`src/rtl/mmcm_drp_reconfig.sv`:
```
// MMCME2_ADV CLKOUT1 divider retune over DRP: hold the MMCM in reset, read-modify-write
// ClkReg1/ClkReg2, release reset and wait for lock, with DRDY and lock timeouts.
module mmcm_drp_reconfig #(
    parameter logic [6:0] REG1_ADDR    = 7'h0A,
    parameter logic [6:0] REG2_ADDR    = 7'h0B,
    parameter int         RST_HOLD     = 16,
    parameter int         DRDY_TIMEOUT = 64,
    parameter int         LOCK_TIMEOUT = 65535
) (
    input  logic        board_clk_i,
    input  logic        RESETn_i,
    input  logic        req_i,
    input  logic [6:0]  div_i,
    output logic        busy_o,
    output logic        done_o,
    output logic        err_o,
    output logic [6:0]  daddr_o,
    output logic        den_o,
    output logic        dwe_o,
    output logic [15:0] di_o,
    input  logic [15:0] do_i,
    input  logic        drdy_i,
    output logic        mmcm_rst_o,
    input  logic        locked_i
);

    // state | meaning
    // IDLE  | waiting for req_i; all DRP and reset outputs low
    // HOLD  | MMCM held in reset for RST_HOLD cycles before any DRP access
    // RD1   | one-cycle DRP read of ClkReg1
    // WT1   | waiting for read data of ClkReg1
    // WR1   | one-cycle DRP write of merged ClkReg1
    // WW1   | waiting for write acknowledge of ClkReg1
    // RD2   | one-cycle DRP read of ClkReg2
    // WT2   | waiting for read data of ClkReg2
    // WR2   | one-cycle DRP write of merged ClkReg2
    // WW2   | waiting for write acknowledge of ClkReg2
    // REL   | MMCM reset released; LOCKED still stale, ignored
    // LOCK  | waiting for locked_i or lock timeout
    typedef enum logic [3:0] {
        S_IDLE, S_HOLD,
        S_RD1, S_WT1, S_WR1, S_WW1,
        S_RD2, S_WT2, S_WR2, S_WW2,
        S_REL, S_LOCK
    } state_t;

    localparam int TMR_MAX = (LOCK_TIMEOUT > DRDY_TIMEOUT)
                           ? ((LOCK_TIMEOUT > RST_HOLD) ? LOCK_TIMEOUT : RST_HOLD)
                           : ((DRDY_TIMEOUT > RST_HOLD) ? DRDY_TIMEOUT : RST_HOLD);
    localparam int TMR_W = $clog2(TMR_MAX + 1);

    // The wait states are entered one cycle after the event they time from, hence -2.
    localparam logic [TMR_W-1:0] HOLD_LOAD = TMR_W'(RST_HOLD - 1);
    localparam logic [TMR_W-1:0] DRDY_LOAD = TMR_W'(DRDY_TIMEOUT - 2);
    localparam logic [TMR_W-1:0] LOCK_LOAD = TMR_W'(LOCK_TIMEOUT - 2);

    localparam logic [15:0] REG1_KEEP = 16'hF000;
    localparam logic [15:0] REG2_KEEP = 16'hFF3F;

    state_t            state;
    state_t            state_nxt;
    logic [TMR_W-1:0]  tmr;
    logic [TMR_W-1:0]  tmr_nxt;
    logic [6:0]        div_q;
    logic [6:0]        div_nxt;
    logic [15:0]       rd_q;
    logic [15:0]       rd_nxt;
    logic              done_q;
    logic              done_nxt;
    logic              err_q;
    logic              err_nxt;

    logic              tmr_zero;
    logic              div_ok;
    logic              nocnt;
    logic              edge_bit;
    logic [5:0]        high;
    logic [5:0]        low;
    logic [15:0]       reg1_field;
    logic [15:0]       reg2_field;

    assign tmr_zero = (tmr == '0);
    assign div_ok   = (div_i != 7'd0) && (div_i != 7'd127);

    // Divide 1 is the no-count case: counters forced to 1/1 and edge cleared.
    always_comb begin
        nocnt    = (div_q == 7'd1);
        high     = nocnt ? 6'd1 : div_q[6:1];
        low      = nocnt ? 6'd1 : (div_q[5:0] - div_q[6:1]);
        edge_bit = div_q[0] & ~nocnt;
        reg1_field = {4'b0000, high, low};
        reg2_field = {8'h00, edge_bit, nocnt, 6'b000000};
    end

    always_ff @(posedge board_clk_i) begin
        if (!RESETn_i) begin
            state  <= S_IDLE;
            tmr    <= '0;
            div_q  <= '0;
            rd_q   <= '0;
            done_q <= 1'b0;
            err_q  <= 1'b0;
        end else begin
            state  <= state_nxt;
            tmr    <= tmr_nxt;
            div_q  <= div_nxt;
            rd_q   <= rd_nxt;
            done_q <= done_nxt;
            err_q  <= err_nxt;
        end
    end

    always_comb begin
        state_nxt = state;
        tmr_nxt   = tmr_zero ? tmr : (tmr - TMR_W'(1));
        div_nxt   = div_q;
        rd_nxt    = rd_q;
        done_nxt  = 1'b0;
        err_nxt   = 1'b0;
        unique case (state)
            S_IDLE: begin
                if (req_i) begin
                    if (div_ok) begin
                        div_nxt   = div_i;
                        tmr_nxt   = HOLD_LOAD;
                        state_nxt = S_HOLD;
                    end else begin
                        err_nxt = 1'b1;
                    end
                end
            end
            S_HOLD: begin
                if (tmr_zero) state_nxt = S_RD1;
            end
            S_RD1: begin
                tmr_nxt   = DRDY_LOAD;
                state_nxt = S_WT1;
            end
            S_WT1: begin
                if (drdy_i) begin
                    rd_nxt    = do_i;
                    state_nxt = S_WR1;
                end else if (tmr_zero) begin
                    err_nxt   = 1'b1;
                    state_nxt = S_IDLE;
                end
            end
            S_WR1: begin
                tmr_nxt   = DRDY_LOAD;
                state_nxt = S_WW1;
            end
            S_WW1: begin
                if (drdy_i) begin
                    state_nxt = S_RD2;
                end else if (tmr_zero) begin
                    err_nxt   = 1'b1;
                    state_nxt = S_IDLE;
                end
            end
            S_RD2: begin
                tmr_nxt   = DRDY_LOAD;
                state_nxt = S_WT2;
            end
            S_WT2: begin
                if (drdy_i) begin
                    rd_nxt    = do_i;
                    state_nxt = S_WR2;
                end else if (tmr_zero) begin
                    err_nxt   = 1'b1;
                    state_nxt = S_IDLE;
                end
            end
            S_WR2: begin
                tmr_nxt   = DRDY_LOAD;
                state_nxt = S_WW2;
            end
            S_WW2: begin
                if (drdy_i) begin
                    state_nxt = S_REL;
                end else if (tmr_zero) begin
                    err_nxt   = 1'b1;
                    state_nxt = S_IDLE;
                end
            end
            S_REL: begin
                tmr_nxt   = LOCK_LOAD;
                state_nxt = S_LOCK;
            end
            S_LOCK: begin
                if (locked_i) begin
                    done_nxt  = 1'b1;
                    state_nxt = S_IDLE;
                end else if (tmr_zero) begin
                    err_nxt   = 1'b1;
                    state_nxt = S_IDLE;
                end
            end
            default: state_nxt = S_IDLE;
        endcase
    end

    always_comb begin
        busy_o     = (state != S_IDLE);
        done_o     = done_q;
        err_o      = err_q;
        mmcm_rst_o = 1'b0;
        daddr_o    = 7'd0;
        den_o      = 1'b0;
        dwe_o      = 1'b0;
        di_o       = 16'h0000;
        unique case (state)
            S_HOLD: mmcm_rst_o = 1'b1;
            S_RD1: begin
                mmcm_rst_o = 1'b1;
                daddr_o    = REG1_ADDR;
                den_o      = 1'b1;
            end
            S_WT1, S_WW1: begin
                mmcm_rst_o = 1'b1;
                daddr_o    = REG1_ADDR;
            end
            S_WR1: begin
                mmcm_rst_o = 1'b1;
                daddr_o    = REG1_ADDR;
                den_o      = 1'b1;
                dwe_o      = 1'b1;
                di_o       = (rd_q & REG1_KEEP) | reg1_field;
            end
            S_RD2: begin
                mmcm_rst_o = 1'b1;
                daddr_o    = REG2_ADDR;
                den_o      = 1'b1;
            end
            S_WT2, S_WW2: begin
                mmcm_rst_o = 1'b1;
                daddr_o    = REG2_ADDR;
            end
            S_WR2: begin
                mmcm_rst_o = 1'b1;
                daddr_o    = REG2_ADDR;
                den_o      = 1'b1;
                dwe_o      = 1'b1;
                di_o       = (rd_q & REG2_KEEP) | reg2_field;
            end
            default: ;
        endcase
    end

endmodule

```
`config.mk`:
```
export PLATFORM = sky130hd
export DESIGN_NAME = mmcm_drp_reconfig
export DESIGN_NICKNAME = d
export VERILOG_FILES = /design/src/rtl/mmcm_drp_reconfig.sv
export SDC_FILE = /design/constraint.sdc
export NUM_CORES = 1
export LEC_CHECK = 0
export BUFFER_PORTS_ARGS = -buffer_cell sky130_fd_sc_hd__buf_2
export CAP_MARGIN = 5
export CORE_MARGIN = 3
export CORE_UTILIZATION = 24
export DETAILED_ROUTE_END_ITERATION = 7
export PLACE_DENSITY = 0.44
export SLEW_MARGIN = 5
export SYNTH_ARGS = -nofsm -noshare
export SYNTH_HDL_FRONTEND = slang
export SYNTH_SLANG_ARGS = --single-unit
```
`constraint.sdc`:
```
create_clock -name board_clk_i -period 5.8 [get_ports board_clk_i]
set_input_delay 0.58 -clock board_clk_i [delete_from_list [all_inputs] [get_ports board_clk_i]]
set_output_delay 0.58 -clock board_clk_i [all_outputs]
set_load 0.1 [all_outputs]
```
Word-level counts from Yosys, hierarchy flattened
Index checks and enable logic that the tools add are counted.
Word-level totals
  register bits after elaboration: 45
  latch bits: 0
  bits in writable memories: 0
  bits in read-only memories: 0
  input port bits: 28
  output and inout bits: 29
  logic and storage cells: 72
  memories kept: 0
Operators by class
  add/sub/neg operators: 2
  multiply operators: 0
  divide/modulo/power cells: 0
  order comparisons: 0
  eq/ne operators: 16
  shift-type cells: 0
  multiplexer cells: 28
  bitwise gates (word level): 4
  reduce and logical (&&, ||, !) cells: 16
Operators with widths (number)
  16-bit 2-to-1 mux: 3
  16-bit case mux with 3 select lines: 1
  4-bit case mux with 12 select lines: 1
  4-bit 2-to-1 mux: 9
  16-bit case mux with 2 select lines: 1
  4-bit by 3-bit == test with 1-bit output (second input constant): 4
  4-bit == test (second input constant): 4
  16-bit zero test: 1
  16-bit by 12-bit bitwise OR with 16-bit output: 1
  16-bit by 8-bit bitwise OR with 16-bit output: 1
  4-bit OR reduction: 4
  16-bit by 1-bit subtractor with 16-bit output (second input constant): 1
  6-bit 2-to-1 mux: 2
  1-bit 2-to-1 mux: 9
  9-bit OR reduction: 1
  4-bit by 2-bit == test with 1-bit output (second input constant): 2
  4-bit case mux with 2 select lines: 1
  7-bit by 1-bit == test with 1-bit output (second input constant): 1
  7-bit != test (second input constant): 1
  7-bit nonzero test: 1
  2-bit != test (second input constant): 3
  3-bit AND reduction: 2
  6-bit subtractor: 1
  4-bit by 1-bit == test with 1-bit output (second input constant): 1
  other kinds (8): 10

Depth between registers and ports, before layout
  depth in word-level cells: 5
  mapped depth: 8
  depth with buffers taken out: 7

Worst setup path before layout
OpenSTA, ideal clock, no wires.
  path kind: reg-to-output
  from: register state[1]
  to: output di_o[12]
  data arrival time: 4.057 ns
  required time: 5.220 ns
  slack: 1.163 ns
  stages on the path, launching flop included: 5
  buffers on the path: 1
  cells stage by stage: dfxtp_1 clkbuf_1 nor2_1 a21boi_0 and2_1
On the way
  longest elaborated chain between the ends: 2
  elaborated cells between the ends (all ways): 3
  classes of those cells: 2 x eq/ne; 1 x mux
RTL lines
  start: declaration: line 60  | state_t state;
  start signal: assignment: line 104  | state <= state_nxt;
  4-bit == test / 4-bit by 3-bit == test with 1-bit output (equally long branches): line 211  | unique case (state)
  16-bit case mux with 2 select lines *: line 211
  end: declaration: line 20  | output logic [15:0] di_o,
Every way passes the cells marked *; elsewhere a longest branch is shown, timed or not.

Worst setup path after layout
  from: register state[3]
  to: output di_o[1]
The elaborated chain is that of the path after synthesis.

==> results.ini <==
[routing]
routed-wl-met3_um=425
num_vias=2521
wl_per_cell_um=14.4
antenna_left=0
route.detailed.drc=0
highest_layer=met4
met1Wirelength_um=3610
avgViaCountPerCell=4.81
drt_first_pass_iters=4
wl_met2_um=3440
drt_iter0_markers=133
wl_um=7530

[floorplan]
num_rows=38
pin_count=57
die_y_um=113
initial_utilization=0.249
core_mm2=0.0110
dieArea_mm2=0.0128
die_x_um=113

[power]
p_leak_uw=0.00131
p_per_area_mw_per_mm2=453
power_switching_share=0.464
intPower_uw=784
power.switching_uw=679
power.share.combinational=0.485
seqPwrFrac=0.293
ir_drop_mv=0.338
clock_power_share=0.222

[hold_path]
hp-class=reg -> reg
hold_depth=2
hold_end=rd_q[13]
hold_start=rd_q[13]

[status]
status=finished, final reports clean

[final_layout]
antenna_cells=0
drive_gt1_frac=0.203
finish.utilization=0.293
syn2layout_area_growth_pct=17.7
fin_cells=524
fin_nets=421

[place]
place_inst=516
io_buffers=50
gp_congestion=0.752
place_hpwl_um=5470
pre_cts_ws_ps=2720

[critical_path]
cp-startpoint=state[3]
r2r-end=tmr[1]
end_kind=primary output
reg2reg_from=tmr[0]
cp_cell_sequence=nand2b_1, nor3_1, nand2_1, o31ai_1, buf_2
r2r_slack_ps=3020
required_ps=5220
crit_family=simple AND/OR/NAND/NOR gates
path_class=reg -> out
r2r_cells=7
start_kind=flip-flop
crit_arrival_ps=2800
worstPathMaxFanout=21
slowest_stage=dfxtp_1
crit_buf_inv=1
cpPeakStageDelay_ps=760

[cts]
clock_path_buffers=2
cts_resized=0
clk_latency_ps=290
cts_tree=yes
clkSlewWorstSetupHoldPaths_ps=60
htreeDepth=2
post_cts_buffers=0
clockRootBuffer=clkbuf_16
clock_sinks=43
hold_buffers=0
cts_made_buffers=5

[logic_synthesis]
ys_ff_latch=43
ys_warn_count=0
syn_avg_cell_area_um2=7.94
yosysSeqAreaShare=0.313
ys.flop_type=dfxtp_1
netlist-cell-type-count=61
synth_edf_count=0
netlist_area_mm2=0.00275
synthArstFlopShare=0
synth_cells=346

[timing]
slew_violations=0
whs_ps=452
hold_viol=0
slew_headroom=0.376
setup_slack_ps=2420
rsz0062_at_grt=false
fin_crit_sh=0.582
finalSetupViolations=0
tns_ps=0
tightest_slew_ps=933
period_minus_slack_ps=3380
fin_skew_ps=8.34
timing.fmax_mhz=296

[global_routing]
grt_pass1_vias=2504
groute.usage.overall=0.120
grt.overflow.total=0
antenna_found_initial=0
grt_pass1_wl_um=12400
grt_start_max_net_pins=29

[run]
maxCapViolCount=0

## how the worst max path moves through the flow
stage,end,slack [ps],cells past startpoint
3_5_place_dp,di_o[1],2720,5
6_report,di_o[1],2420,5
5_1_grt,di_o[1],2050,5
3_3_place_gp,di_o[1],2680,5
4_1_cts,di_o[1],2400,5
2_1_floorplan,di_o[12],1160,4
## logic make-up after synthesis
group / synth area share
other: 0.00137
adder cells (fa/ha/maj): 0.0483
buffers and inverters: 0.0651
AND/OR/NAND/NOR: 0.264
flip-flops: 0.313
multiplexers: 0.0515
XOR/XNOR: 0.0223
AO/OA/AOI/OAI: 0.234
## flip-flops by register name, summed over array words and instances, names as in the netlist
signal / cells
div_q: 7
done_o: 1
err_o: 1
rd_q: 14
state: 4
tmr: 16
## through the flow
stage | cell area (um2) | total power (uW)
floorplan | 2760 | 1010
global placement | 3060 | 1140
detailed placement | 3060 | 1150
CTS | 3230 | 1480
global route | 3230 | 1570
finish | 3230 | 1460
## Yosys cell counts (3+ instances only)
| master | number | area [um2] |
|---|---|---|
| o21a_1 | 9 | 67.6 |
| mux2i_1 | 13 | 130 |
| a22oi_1 | 7 | 52.6 |
| nor3_1 | 7 | 35.0 |
| a211oi_1 | 3 | 22.5 |
| nor4_4 | 3 | 63.8 |
| nor2b_1 | 5 | 31.3 |
| nand2_1 | 46 | 173 |
| buf_4 | 6 | 45.0 |
| o21ai_0 | 15 | 75.1 |
| or2_2 | 3 | 18.8 |
| o21ai_1 | 3 | 15.0 |
| a21oi_1 | 31 | 155 |
| inv_1 | 15 | 56.3 |
| dfxtp_1 | 43 | 861 |
| nor2_1 | 28 | 105 |
| a22o_1 | 6 | 52.6 |
| xnor2_1 | 5 | 43.8 |
| and3_1 | 4 | 25.0 |
| a31oi_1 | 4 | 25.0 |
| ha_1 | 9 | 113 |
| nand4_1 | 5 | 31.3 |
| a31o_2 | 3 | 26.3 |
| and2_1 | 4 | 25.0 |
| clkbuf_1 | 13 | 48.8 |
| nand2b_1 | 7 | 43.8 |
| nand3_1 | 5 | 25.0 |
## worst reg2reg max path: stages (launching register included)
cell      delay [ps]
dfxtp_1          330
inv_1             90
ha_1             170
nor3b_2          510
nand3_2          250
nor2_1           720
mux2_2           410
a211oi_1         220
## routing by layer
metal	track usage	up-vias
li1	-	1293
met1	0.160	1163
met2	0.193	60
met3	0.0310	5
met4	0.0296	0
met5	0	-
## layout make-up
class | count | area, um2
clock buffers | 5 | 125
clock inverters | 3 | 43.8
fillers | 1240 | 7800
inverters | 16 | 60.1
multi-input cells | 267 | 1720
flip-flops and latches | 43 | 861
well taps | 140 | 175
repair buffers | 50 | 250
## placed cells by master (no fill, tap or decap), types with 3 or more instances in the layout
cell type and n:
mux2i_1 13, nand4_1 5, nand2b_1 7, inv_1 15, buf_2 50, dfxtp_1 43, o21ai_1 3, nor3_1 7
a21oi_1 31, o21a_1 9, nor2b_1 5, ha_1 9, nand2_1 46, nand3_1 5, nor2_1 28, nor4_4 3
a31oi_1 4, a31o_2 3, o21ai_0 15, and3_1 4, or2_2 3, and2_1 4, a22oi_1 7, conb_1 4
xnor2_1 5, clkbuf_16 5, a22o_1 6, a211oi_1 3
## power groups by stage
stage | Combinational (uW) | Clock, uW | Sequential [uW]
floorplan | 624 | 0 | 389
global placement | 709 | 0 | 435
detailed placement | 710 | 0 | 436
CTS | 714 | 337 | 430
global route | 784 | 347 | 440
finish | 709 | 325 | 429
Power figures use the tool's default switching activity.
